<file path="src/rtl/motion_pkg.sv">
// Shared types and constants for the motion bounding-box scan engine.
package motion_pkg;

  // Scan sequencer states.
  typedef enum logic [2:0] {
    ST_IDLE,
    ST_REQ_PREV,
    ST_WAIT_PREV,
    ST_REQ_CUR,
    ST_WAIT_CUR,
    ST_ACCUM,
    ST_FINISH
  } scan_state_t;

  localparam int PIX_PER_WORD     = 32;
  localparam int WORDS_PER_ROW    = 640 / PIX_PER_WORD;
  localparam int DEF_FRAME_HEIGHT = 480;

  // Opcode offsets relative to the instance's custom-instruction ID.
  localparam logic [7:0] SCAN_OP_OFFSET   = 8'd0;
  localparam logic [7:0] READ_Y_OP_OFFSET = 8'd1;

endpackage

</file>
<file path="src/rtl/motion_word_span.sv">
// Lowest/highest set-bit encoder for one 32-bit difference word.
module motion_word_span (
  input  logic [31:0] word,
  output logic [4:0]  lo_idx,
  output logic [4:0]  hi_idx,
  output logic        any_set
);

  // Priority scans from both ends; indices are 0 when the word is empty.
  always_comb begin
    lo_idx  = '0;
    hi_idx  = '0;
    any_set = |word;
    for (int i = 31; i >= 0; i--) begin
      if (word[i]) lo_idx = 5'(i);
    end
    for (int i = 0; i < 32; i++) begin
      if (word[i]) hi_idx = 5'(i);
    end
  end

endmodule

</file>
<file path="src/rtl/motion_scan_controller.sv">
// Full-frame motion bounding-box scan, driven from the CPU custom-instruction port.
//
// state      | meaning
// -----------+---------------------------------------------------------
// IDLE       | waiting for scan or read-Y opcode
// REQ_PREV   | requesting previous-frame word, held until grant
// WAIT_PREV  | waiting for previous-frame read data
// REQ_CUR    | requesting current-frame word, held until grant
// WAIT_CUR   | waiting for current-frame read data
// ACCUM      | fold XOR of the word pair into the box, step word position
// FINISH     | report X extent, return to IDLE
module motion_scan_controller
  import motion_pkg::*;
#(
  parameter logic [7:0] customInstructionId = 8'd1,
  parameter int         FRAME_WIDTH         = WORDS_PER_ROW * PIX_PER_WORD,
  parameter int         FRAME_HEIGHT        = DEF_FRAME_HEIGHT
) (
  input  logic        clk,
  input  logic        rst_n,
  input  logic        start,
  input  logic [7:0]  iseId,
  input  logic [31:0] valueA,
  input  logic [31:0] valueB,
  output logic        done,
  output logic [31:0] result,
  output logic        busRequest,
  output logic [31:0] busAddress,
  input  logic        busGrant,
  input  logic        busDataValid,
  input  logic [31:0] busData
);

  localparam int WORDS = FRAME_WIDTH / PIX_PER_WORD;
  localparam int CW    = (WORDS > 1) ? $clog2(WORDS) : 1;
  localparam int RW    = (FRAME_HEIGHT > 1) ? $clog2(FRAME_HEIGHT) : 1;

  localparam logic [CW-1:0] LAST_COL  = CW'(WORDS - 1);
  localparam logic [RW-1:0] LAST_ROW  = RW'(FRAME_HEIGHT - 1);
  localparam logic [7:0]    SCAN_ID   = customInstructionId + SCAN_OP_OFFSET;
  localparam logic [7:0]    READ_Y_ID = customInstructionId + READ_Y_OP_OFFSET;

  scan_state_t   state;
  logic [31:0]   prev_base;
  logic [31:0]   cur_base;
  logic [31:0]   word_off;
  logic [CW-1:0] col;
  logic [RW-1:0] row;
  logic [31:0]   prev_word;
  logic [31:0]   cur_word;
  logic [9:0]    min_x;
  logic [9:0]    max_x;
  logic [8:0]    min_y;
  logic [8:0]    max_y;

  logic [31:0]   diff;
  logic [4:0]    span_lo;
  logic [4:0]    span_hi;
  logic          span_any;
  logic [9:0]    col_x;
  logic [9:0]    x_lo;
  logic [9:0]    x_hi;
  logic [8:0]    row_y;
  logic [9:0]    nxt_min_x;
  logic [9:0]    nxt_max_x;
  logic [8:0]    nxt_min_y;
  logic [8:0]    nxt_max_y;
  logic          last_word;

  assign diff = prev_word ^ cur_word;

  motion_word_span u_span (
    .word    (diff),
    .lo_idx  (span_lo),
    .hi_idx  (span_hi),
    .any_set (span_any)
  );

  // Box update candidate for the current word pair.
  always_comb begin
    col_x     = 10'({col, 5'b00000});
    x_lo      = col_x + 10'(span_lo);
    x_hi      = col_x + 10'(span_hi);
    row_y     = 9'(row);
    nxt_min_x = min_x;
    nxt_max_x = max_x;
    nxt_min_y = min_y;
    nxt_max_y = max_y;
    last_word = (col == LAST_COL) && (row == LAST_ROW);
    if (span_any) begin
      if (x_lo < min_x)  nxt_min_x = x_lo;
      if (x_hi > max_x)  nxt_max_x = x_hi;
      if (row_y < min_y) nxt_min_y = row_y;
      if (row_y > max_y) nxt_max_y = row_y;
    end
  end

  // Scan sequencer with registered CI and bus outputs.
  always_ff @(posedge clk or negedge rst_n) begin
    if (!rst_n) begin
      state      <= ST_IDLE;
      done       <= 1'b0;
      result     <= '0;
      busRequest <= 1'b0;
      busAddress <= '0;
      prev_base  <= '0;
      cur_base   <= '0;
      word_off   <= '0;
      col        <= '0;
      row        <= '0;
      prev_word  <= '0;
      cur_word   <= '0;
      min_x      <= '1;
      max_x      <= '0;
      min_y      <= '1;
      max_y      <= '0;
    end else begin
      done   <= 1'b0;
      result <= '0;
      case (state)
        ST_IDLE: begin
          if (start && iseId == SCAN_ID) begin
            prev_base  <= valueA;
            cur_base   <= valueB;
            word_off   <= '0;
            col        <= '0;
            row        <= '0;
            min_x      <= '1;
            max_x      <= '0;
            min_y      <= '1;
            max_y      <= '0;
            busRequest <= 1'b1;
            busAddress <= valueA;
            state      <= ST_REQ_PREV;
          end else if (start && iseId == READ_Y_ID) begin
            done   <= 1'b1;
            result <= {7'b0, min_y, 7'b0, max_y};
          end
        end
        ST_REQ_PREV: begin
          if (busGrant) begin
            busRequest <= 1'b0;
            state      <= ST_WAIT_PREV;
          end
        end
        ST_WAIT_PREV: begin
          if (busDataValid) begin
            prev_word  <= busData;
            busRequest <= 1'b1;
            busAddress <= cur_base + word_off;
            state      <= ST_REQ_CUR;
          end
        end
        ST_REQ_CUR: begin
          if (busGrant) begin
            busRequest <= 1'b0;
            state      <= ST_WAIT_CUR;
          end
        end
        ST_WAIT_CUR: begin
          if (busDataValid) begin
            cur_word <= busData;
            state    <= ST_ACCUM;
          end
        end
        ST_ACCUM: begin
          min_x <= nxt_min_x;
          max_x <= nxt_max_x;
          min_y <= nxt_min_y;
          max_y <= nxt_max_y;
          if (last_word) begin
            state <= ST_FINISH;
          end else begin
            if (col == LAST_COL) begin
              col <= '0;
              row <= row + RW'(1);
            end else begin
              col <= col + CW'(1);
            end
            word_off   <= word_off + 32'd4;
            busRequest <= 1'b1;
            busAddress <= prev_base + word_off + 32'd4;
            state      <= ST_REQ_PREV;
          end
        end
        ST_FINISH: begin
          done   <= 1'b1;
          result <= {6'b0, min_x, 6'b0, max_x};
          state  <= ST_IDLE;
        end
        default: state <= ST_IDLE;
      endcase
    end
  end

endmodule

</file>
<file path="config.mk">
export PLATFORM = sky130hd
export DESIGN_NAME = motion_scan_controller
export DESIGN_NICKNAME = d
export VERILOG_FILES = /design/src/rtl/motion_pkg.sv /design/src/rtl/motion_word_span.sv /design/src/rtl/motion_scan_controller.sv
export SDC_FILE = /design/constraint.sdc
export NUM_CORES = 1
export LEC_CHECK = 0
export CAP_MARGIN = 15
export CORE_MARGIN = 4
export CORE_UTILIZATION = 58
export DETAILED_ROUTE_END_ITERATION = 8
export PLACE_DENSITY_LB_ADDON = 0.15
export SLEW_MARGIN = 20
export SYNTH_ARGS = -nofsm -noshare
export SYNTH_HDL_FRONTEND = slang
export SYNTH_SLANG_ARGS = --single-unit
</file>
<file path="constraint.sdc">
create_clock -name clk -period 4.8 [get_ports clk]
set_input_delay 0.48 -clock clk [delete_from_list [all_inputs] [get_ports clk]]
set_output_delay 0.48 -clock clk [all_outputs]
set_load 0.05 [all_outputs]
</file>
== Yosys cells after proc, flatten, opt, wreduce, memory -nomap -nowiden ==
Cells that the tools add are included.

* Register bits: 281
* Bits in writable memories: 0
* Memory bits (read-only): 0
* Latch bits: 0
* Logic and storage cells: 184
* Memories kept: 0

* Bitwise gates (word level): 1
* Reductions and logical operators: 21
* Shifts and indexed selects: 0
* Mux-type cells: 111
* Div/mod/pow operators: 0
* Add/sub/neg operators: 8
* $lt $le $gt $ge: 4
* $mul: 0
* Eq/ne operators: 23

{| class="wikitable"
|+ Operator list
! cell !! count
|-
| 5-bit two-way mux || 51
|-
| 32-bit two-way mux || 5
|-
| 32-bit one-hot mux with 3 select lines || 1
|-
| 9-bit two-way mux || 8
|-
| 32-bit by 3-bit adder with 32-bit output (second input constant) || 2
|-
| 32-bit adder || 2
|-
| 32-bit one-hot mux with 2 select lines || 1
|-
| 10-bit two-way mux || 6
|-
| 9-bit one-hot mux with 2 select lines || 3
|-
| 26-bit one-hot mux with 2 select lines || 1
|-
| 25-bit two-way mux || 2
|-
| 10-bit one-hot mux with 2 select lines || 2
|-
| 4-bit two-way mux || 8
|-
| 32-bit OR reduction || 1
|-
| 32-bit XOR || 1
|-
| 3-bit two-way mux || 10
|-
| 2-bit inequality test (second input constant) || 12
|-
| 4-bit AND reduction || 6
|-
| 10-bit by 5-bit adder with 10-bit output || 2
|-
| 3-bit one-hot mux with 6 select lines || 1
|-
| 10-bit > comparator || 1
|-
| 10-bit less-than comparator || 1
|-
| 5-bit one-hot mux with 2 select lines || 1
|-
| 5-bit AND reduction || 2
|-
| 24 further kinds || 38
|}

== Logic depth before layout (Yosys ltp) ==
* Word-level depth: 38
* Gate-level depth with buffers: 19

== Modules after synthesis ==
From an unflattened synthesis, not the netlist that was laid out.

* Cell total of the unflattened synthesis: 1669
* Area total of the unflattened synthesis: 15856.5 µm²

{| class="wikitable"
|+ Modules (own cells, without submodules)
! module !! instances !! area an instance (µm²) !! cells each
|-
| motion_scan_controller || 1 || 15262.1 || 1563
|-
| motion_word_span || 1 || 594.3 || 106
|}

== Least setup slack after synthesis ==
OpenSTA, ideal clock, no wires.

* Path type: register -> register
* Start: reg cur_word[4]
* End: reg max_x[1]
* Slack: 1.369 ns
* Arrival: 3.306 ns
* Buffers on the path: 0
* Stages on the path, launching flop included: 19
* Cells stage by stage: dfrtp_1 > xor2_1 > a211oi_1 > o31ai_1 > a21oi_1 > o21ai_0 > a21oi_1 > o211ai_1 > nand2_1 > ha_1 > nor2b_1 > o21a_1 > o21a_1 > o21a_1 > o21a_1 > o21ai_0 > a21oi_1 > nor2_4 > mux2_2

* Cells in the longest elaborated chain, start to end: 33
* Elaborated cells on any way between the ends: 38
* Those cells by class: 1 x add/sub; 1 x order compare; 2 x eq/ne; 31 x mux; 1 x bitwise; 2 x reduce/logical

{| class="wikitable"
|+ Ends and longest elaborated chain
! element !! line !! source
|-
| start: declaration || motion_scan_controller.sv:50 || <nowiki>logic [31:0] cur_word;</nowiki>
|-
| start signal: assignment || motion_scan_controller.sv:162 || <nowiki>cur_word <= busData;</nowiki>
|-
| 32-bit XOR * || motion_scan_controller.sv:70 || <nowiki>assign diff = prev_word ^ cur_word;</nowiki>
|-
| 3-bit two-way mux (4 in a row) || motion_word_span.sv:18 || <nowiki>if (word[i]) hi_idx = 5'(i);</nowiki>
|-
| 4-bit two-way mux (8 in a row) || motion_word_span.sv:18 ||
|-
| 5-bit two-way mux (16 in a row) || motion_word_span.sv:18 ||
|-
| 10-bit by 5-bit adder with 10-bit output || motion_scan_controller.sv:83 || <nowiki>x_hi = col_x + 10'(span_hi);</nowiki>
|-
| 10-bit > comparator / 10-bit two-way mux (equally long branches) || motion_scan_controller.sv:92 || <nowiki>if (x_hi > max_x) nxt_max_x = x_hi;</nowiki>
|-
| 2-bit inequality test (no source line) / 10-bit two-way mux (equally long branches) || - ||
|-
| 4-bit AND reduction (no source line) / 10-bit one-hot mux with 2 select lines (equally long branches) || - ||
|-
| end signal: assignment || motion_scan_controller.sv:168 || <nowiki>max_x <= nxt_max_x;</nowiki>
|-
| end: declaration || motion_scan_controller.sv:52 || <nowiki>logic [9:0] max_x;</nowiki>
|}

Every way passes the cells marked *; elsewhere a longest branch is shown, timed or not. The select of a mux whose other input is x is not followed.
A chain may end at the register's enable or synchronous reset.

== Worst setup path in the final report ==
* Start: reg cur_word[23]
* End: reg min_x[4]

* Cells in the longest elaborated chain, start to end: 29
* Elaborated cells on any way between the ends: 34
* Those cells by class: 1 x add/sub; 1 x order compare; 2 x eq/ne; 27 x mux; 1 x bitwise; 2 x reduce/logical

{| class="wikitable"
|+ Ends and longest elaborated chain
! element !! line !! source
|-
| 32-bit XOR * || motion_scan_controller.sv:70 ||
|-
| 5-bit two-way mux (24 in a row) || motion_word_span.sv:15 || <nowiki>if (word[i]) lo_idx = 5'(i);</nowiki>
|-
| 10-bit by 5-bit adder with 10-bit output || motion_scan_controller.sv:82 || <nowiki>x_lo = col_x + 10'(span_lo);</nowiki>
|-
| 10-bit less-than comparator / 10-bit two-way mux (equally long branches) || motion_scan_controller.sv:91 || <nowiki>if (x_lo < min_x) nxt_min_x = x_lo;</nowiki>
|-
| 2-bit inequality test (no source line) / 10-bit two-way mux (equally long branches) || - ||
|-
| 4-bit AND reduction (no source line) / 10-bit one-hot mux with 2 select lines (equally long branches) || - ||
|-
| end signal: assignment || motion_scan_controller.sv:167 || <nowiki>min_x <= nxt_min_x;</nowiki>
|-
| end: declaration || motion_scan_controller.sv:51 || <nowiki>logic [9:0] min_x;</nowiki>
|}

Marks and branches as above.

==> results by group <==
Run status
  – Status: complete, no violations

Synth
  – Synth Instances: 1706
  – Synth cell types: 75
  – Area of the mapped netlist: 16070 um^2
  – Seq cells post-synth: 267
  – Dominant synthesized flop cell: dfrtp_1
  – Post-synth EDFFs: 0
  – FFs w/ async S/R, synth: 100.0%
  – Post-synthesis sequential area ratio: 41.73%
  – Syn. warnings: 0
  – Synthesized area per cell: 9.418 um^2

Drt
  – Met3 routed WL: 2.480 mm
  – Final antenna-violating net count: 0
  – Via count: 13300
  – M1 WL: 18.65 mm
  – Met2 Wirelength: 18.88 mm
  – Final wirelength: 40.93 mm
  – Initial DRC count: 896
  – First drt pass iteration count: 5
  – DRC: 0
  – Via density: 5.888
  – Top Metal Used: met4
  – DR WL/cell: 18.13 um

CTS
  – CTS sink cnt: 267
  – Hold-fix buffers, CTS: 0
  – CTS Buf Count: 29
  – TritonCTS clock tree: done
  – Clk Latency, worst-skew pair: 0.56 ns
  – Clock Path Buffers: 3
  – Worst-path clk slew: 0.06 ns
  – Post-CTS setup buffer count: 0
  – CTS resizes: 0
  – Root Driver: clkbuf_16
  – H-tree depth: 1

STA
  – Worst-Margin Slew: 0.8880 ns
  – Setup violators final: 0
  – Peak Freq: 0.2531 GHz
  – Min Tclk post-route: 3.951 ns
  – Max-slew violations: 0
  – Final period utilization: 82.31%
  – RSZ-0062 raised after global routing: no
  – Slew headroom: 40.73%
  – Setup Skew: 0.01765 ns
  – Hold WS: 0.3894 ns
  – Setup TNS: 0 ns
  – Final hold vios: 0

Power
  – Peak VDD IR: 0.0003706 V
  – Power Density: 538.5 nW/um^2
  – Leak: 0.009316 uW
  – Tot Pwr: 10340 uW

Cells and area
  – Area occupied by multi-input gates: 8896 um^2
  – Reg area: 6705 um^2
  – Post-route cell area: 19200 um^2
  – Post-Layout Cell Count: 2258
  – Filler instances: 2075
  – Final nets: 2098
  – Area growth syn-to-layout: 19.51%
  – Share of cells above drive strength 1: 10.18%
  – Ant diodes: 0

Worst setup path
  – Worst setup EP type: register
  – Worst setup startpoint: cur_word[23]$_DFFE_PN0P_
  – Reg-to-Reg End: min_x[4]$_DFFE_PN1P_
  – Kind of critical path: register to register
  – Critical Path Sink: min_x[4]$_DFFE_PN1P_
  – CP arrival: 4.45 ns
  – CP Launch Type: register
  – Reg-to-reg startpoint: cur_word[23]$_DFFE_PN0P_
  – Critical Path RT: 5.30 ns
  – Worst R2R Setup Slack: 0.85 ns
  – Crit-path max FO: 10
  – Worst r2r path cells: 15

Placed design
  – Post-DP Area: 18090 um^2
  – RePlAce Congestion: 0.8996
  – Port-buffer cells: 162
  – DPL Wire Length: 29.13 mm
  – Placed cells: 2202

Global routing
  – First-pass GRT wire length: 67.38 mm
  – Tot GR Track Use: 26.48%
  – Number of global-route vias before repair: 13380
  – Overflow after GRT: 0
  – Initial antenna violation count: 0
  – Largest net degree at the start of global routing: 137

Floorplan
  – Die Width: 174.4 um
  – Die area: 30430 um^2
  – Top Ports: 175
  – Starting Density: 59.29%
  – Core ar.: 27100 um^2
  – Row count: 60
  – Die Y: 174.4 um

Run
  – Maxcap violations: 0

Hold path
  – Worst min-delay path category: input port to async pin
routing by layer:
layer	up-vias	track usage, %
li1	6355	-
met1	6440	37.54
met2	426	43.10
met3	74	3.676
met4	0	7.027
met5	-	0
stage by stage:
stage	utilization [%]	worst slack [ns]
2_1_floorplan	-	1.369
3_3_place_gp	66.74	1.022
3_5_place_dp	66.74	0.9733
4_1_cts	70.72	0.9313
5_1_grt	70.86	0.6005
6_report	70.86	0.8491
final cells by class:
class / instances / area share, %
Clock buffer: 36 / 4.072
Clock inverter: 18 / 1.544
Inverter: 59 / 1.153
Multi-Input combinational cell: 1319 / 46.33
Sequential cell: 267 / 34.92
Tap cell: 372 / 2.424
Timing Repair Buffer: 187 / 9.565
cells by family after synthesis:
family / Yosys count / share of synthesized area (%)
AND/OR/NAND/NOR: 598 / 16.49
AO/OA/AOI/OAI: 377 / 16.06
flip-flops: 267 / 41.73
buffers and inverters: 132 / 3.403
adder cells (fa/ha/maj): 126 / 9.812
XOR/XNOR: 105 / 5.723
multiplexers: 100 / 6.759
other: 1 / 0.02334
flip-flops by register name, summed over array words and instances, names as in the netlist:
| register | cells |
|---|---|
| busRequest | 1 |
| prev_base | 32 |
| busAddress | 32 |
| cur_base | 32 |
| result | 20 |
| prev_word | 32 |
| min_x | 10 |
| word_off | 30 |
| done | 1 |
| row | 9 |
| col | 5 |
| max_x | 10 |
| max_y | 9 |
| cur_word | 32 |
| state | 3 |
| min_y | 9 |
synth_stat cells, types with 9 or more instances:
cell	instances	area, um^2
buf_4	12	90.09
and3_1	16	100.1
o21a_1	31	232.7
a221oi_1	18	157.7
nor2b_1	9	56.30
mux2i_1	32	320.3
a31oi_1	17	106.4
o31ai_1	11	82.58
o22a_1	9	78.83
dfrtp_1	248	6206
a211oi_1	13	97.59
nand3_1	25	125.1
a21o_1	27	202.7
a22o_1	20	175.2
inv_1	59	221.5
o211ai_1	13	97.59
nand4_1	24	150.1
xor2_1	64	560.5
nor3_1	23	115.1
nor2_1	153	574.3
a21oi_1	89	445.4
nand2_1	281	1055
dfstp_2	19	499.2
mux2_2	68	765.7
xnor2_1	41	359.1
or3_1	12	75.07
nor4_1	9	56.30
ha_1	126	1577
o21ai_0	66	330.3
nand2b_1	13	81.33
clkbuf_1	49	183.9
critical path, stage by stage, from the launching register on:
cell and delay [ns]:
dfrtp_1 0.39, xor2_1 0.20, nor4_1 0.49, nand3_1 0.20, o21a_1 0.21, nor3_1 0.30, ha_1 0.33, a21o_1 0.20
a21o_1 0.18, a21oi_1 0.12, o21ai_0 0.09, a31oi_1 0.21, and3b_1 0.21, a21oi_1 0.10, a21boi_2 0.43, o32a_1 0.25
worst min-delay path by stage:
stage,cells after the start,end,from,slack [ns]
after floorplan,0,busAddress[0]$_DFFE_PN0P_,rst_n,0.18
after global placement,2,prev_base[0]$_DFFE_PN0P_,prev_base[0]$_DFFE_PN0P_,0.45
after detailed placement,2,prev_base[9]$_DFFE_PN0P_,prev_base[9]$_DFFE_PN0P_,0.46
after CTS,1,result[19]$_DFF_PN0_,rst_n,0.08
after global routing,2,result[16]$_DFF_PN0_,rst_n,0.41
final,2,result[6]$_DFF_PN0_,rst_n,0.39
cells in the final DEF (no fill, tap or decap), types with 24 or more instances in the layout:
cell,Yosys,routed
a21o_1,27,27
a21oi_1,89,89
clkbuf_16,0,29
clkdlybuf4s50_1,0,161
dfrtp_1,248,248
ha_1,126,126
inv_1,59,59
mux2_2,68,68
mux2i_1,32,32
nand2_1,281,280
nand3_1,25,24
nand4_1,24,24
nor2_1,153,150
o21a_1,31,31
o21ai_0,66,66
xnor2_1,41,41
xor2_1,64,64
power breakdown:
part / internal [uW] / switching [uW]
Clock: 1580 / 936
Combinational: 1740 / 2560
Sequential: 2920 / 605
(Power assumes the default switching activity.)
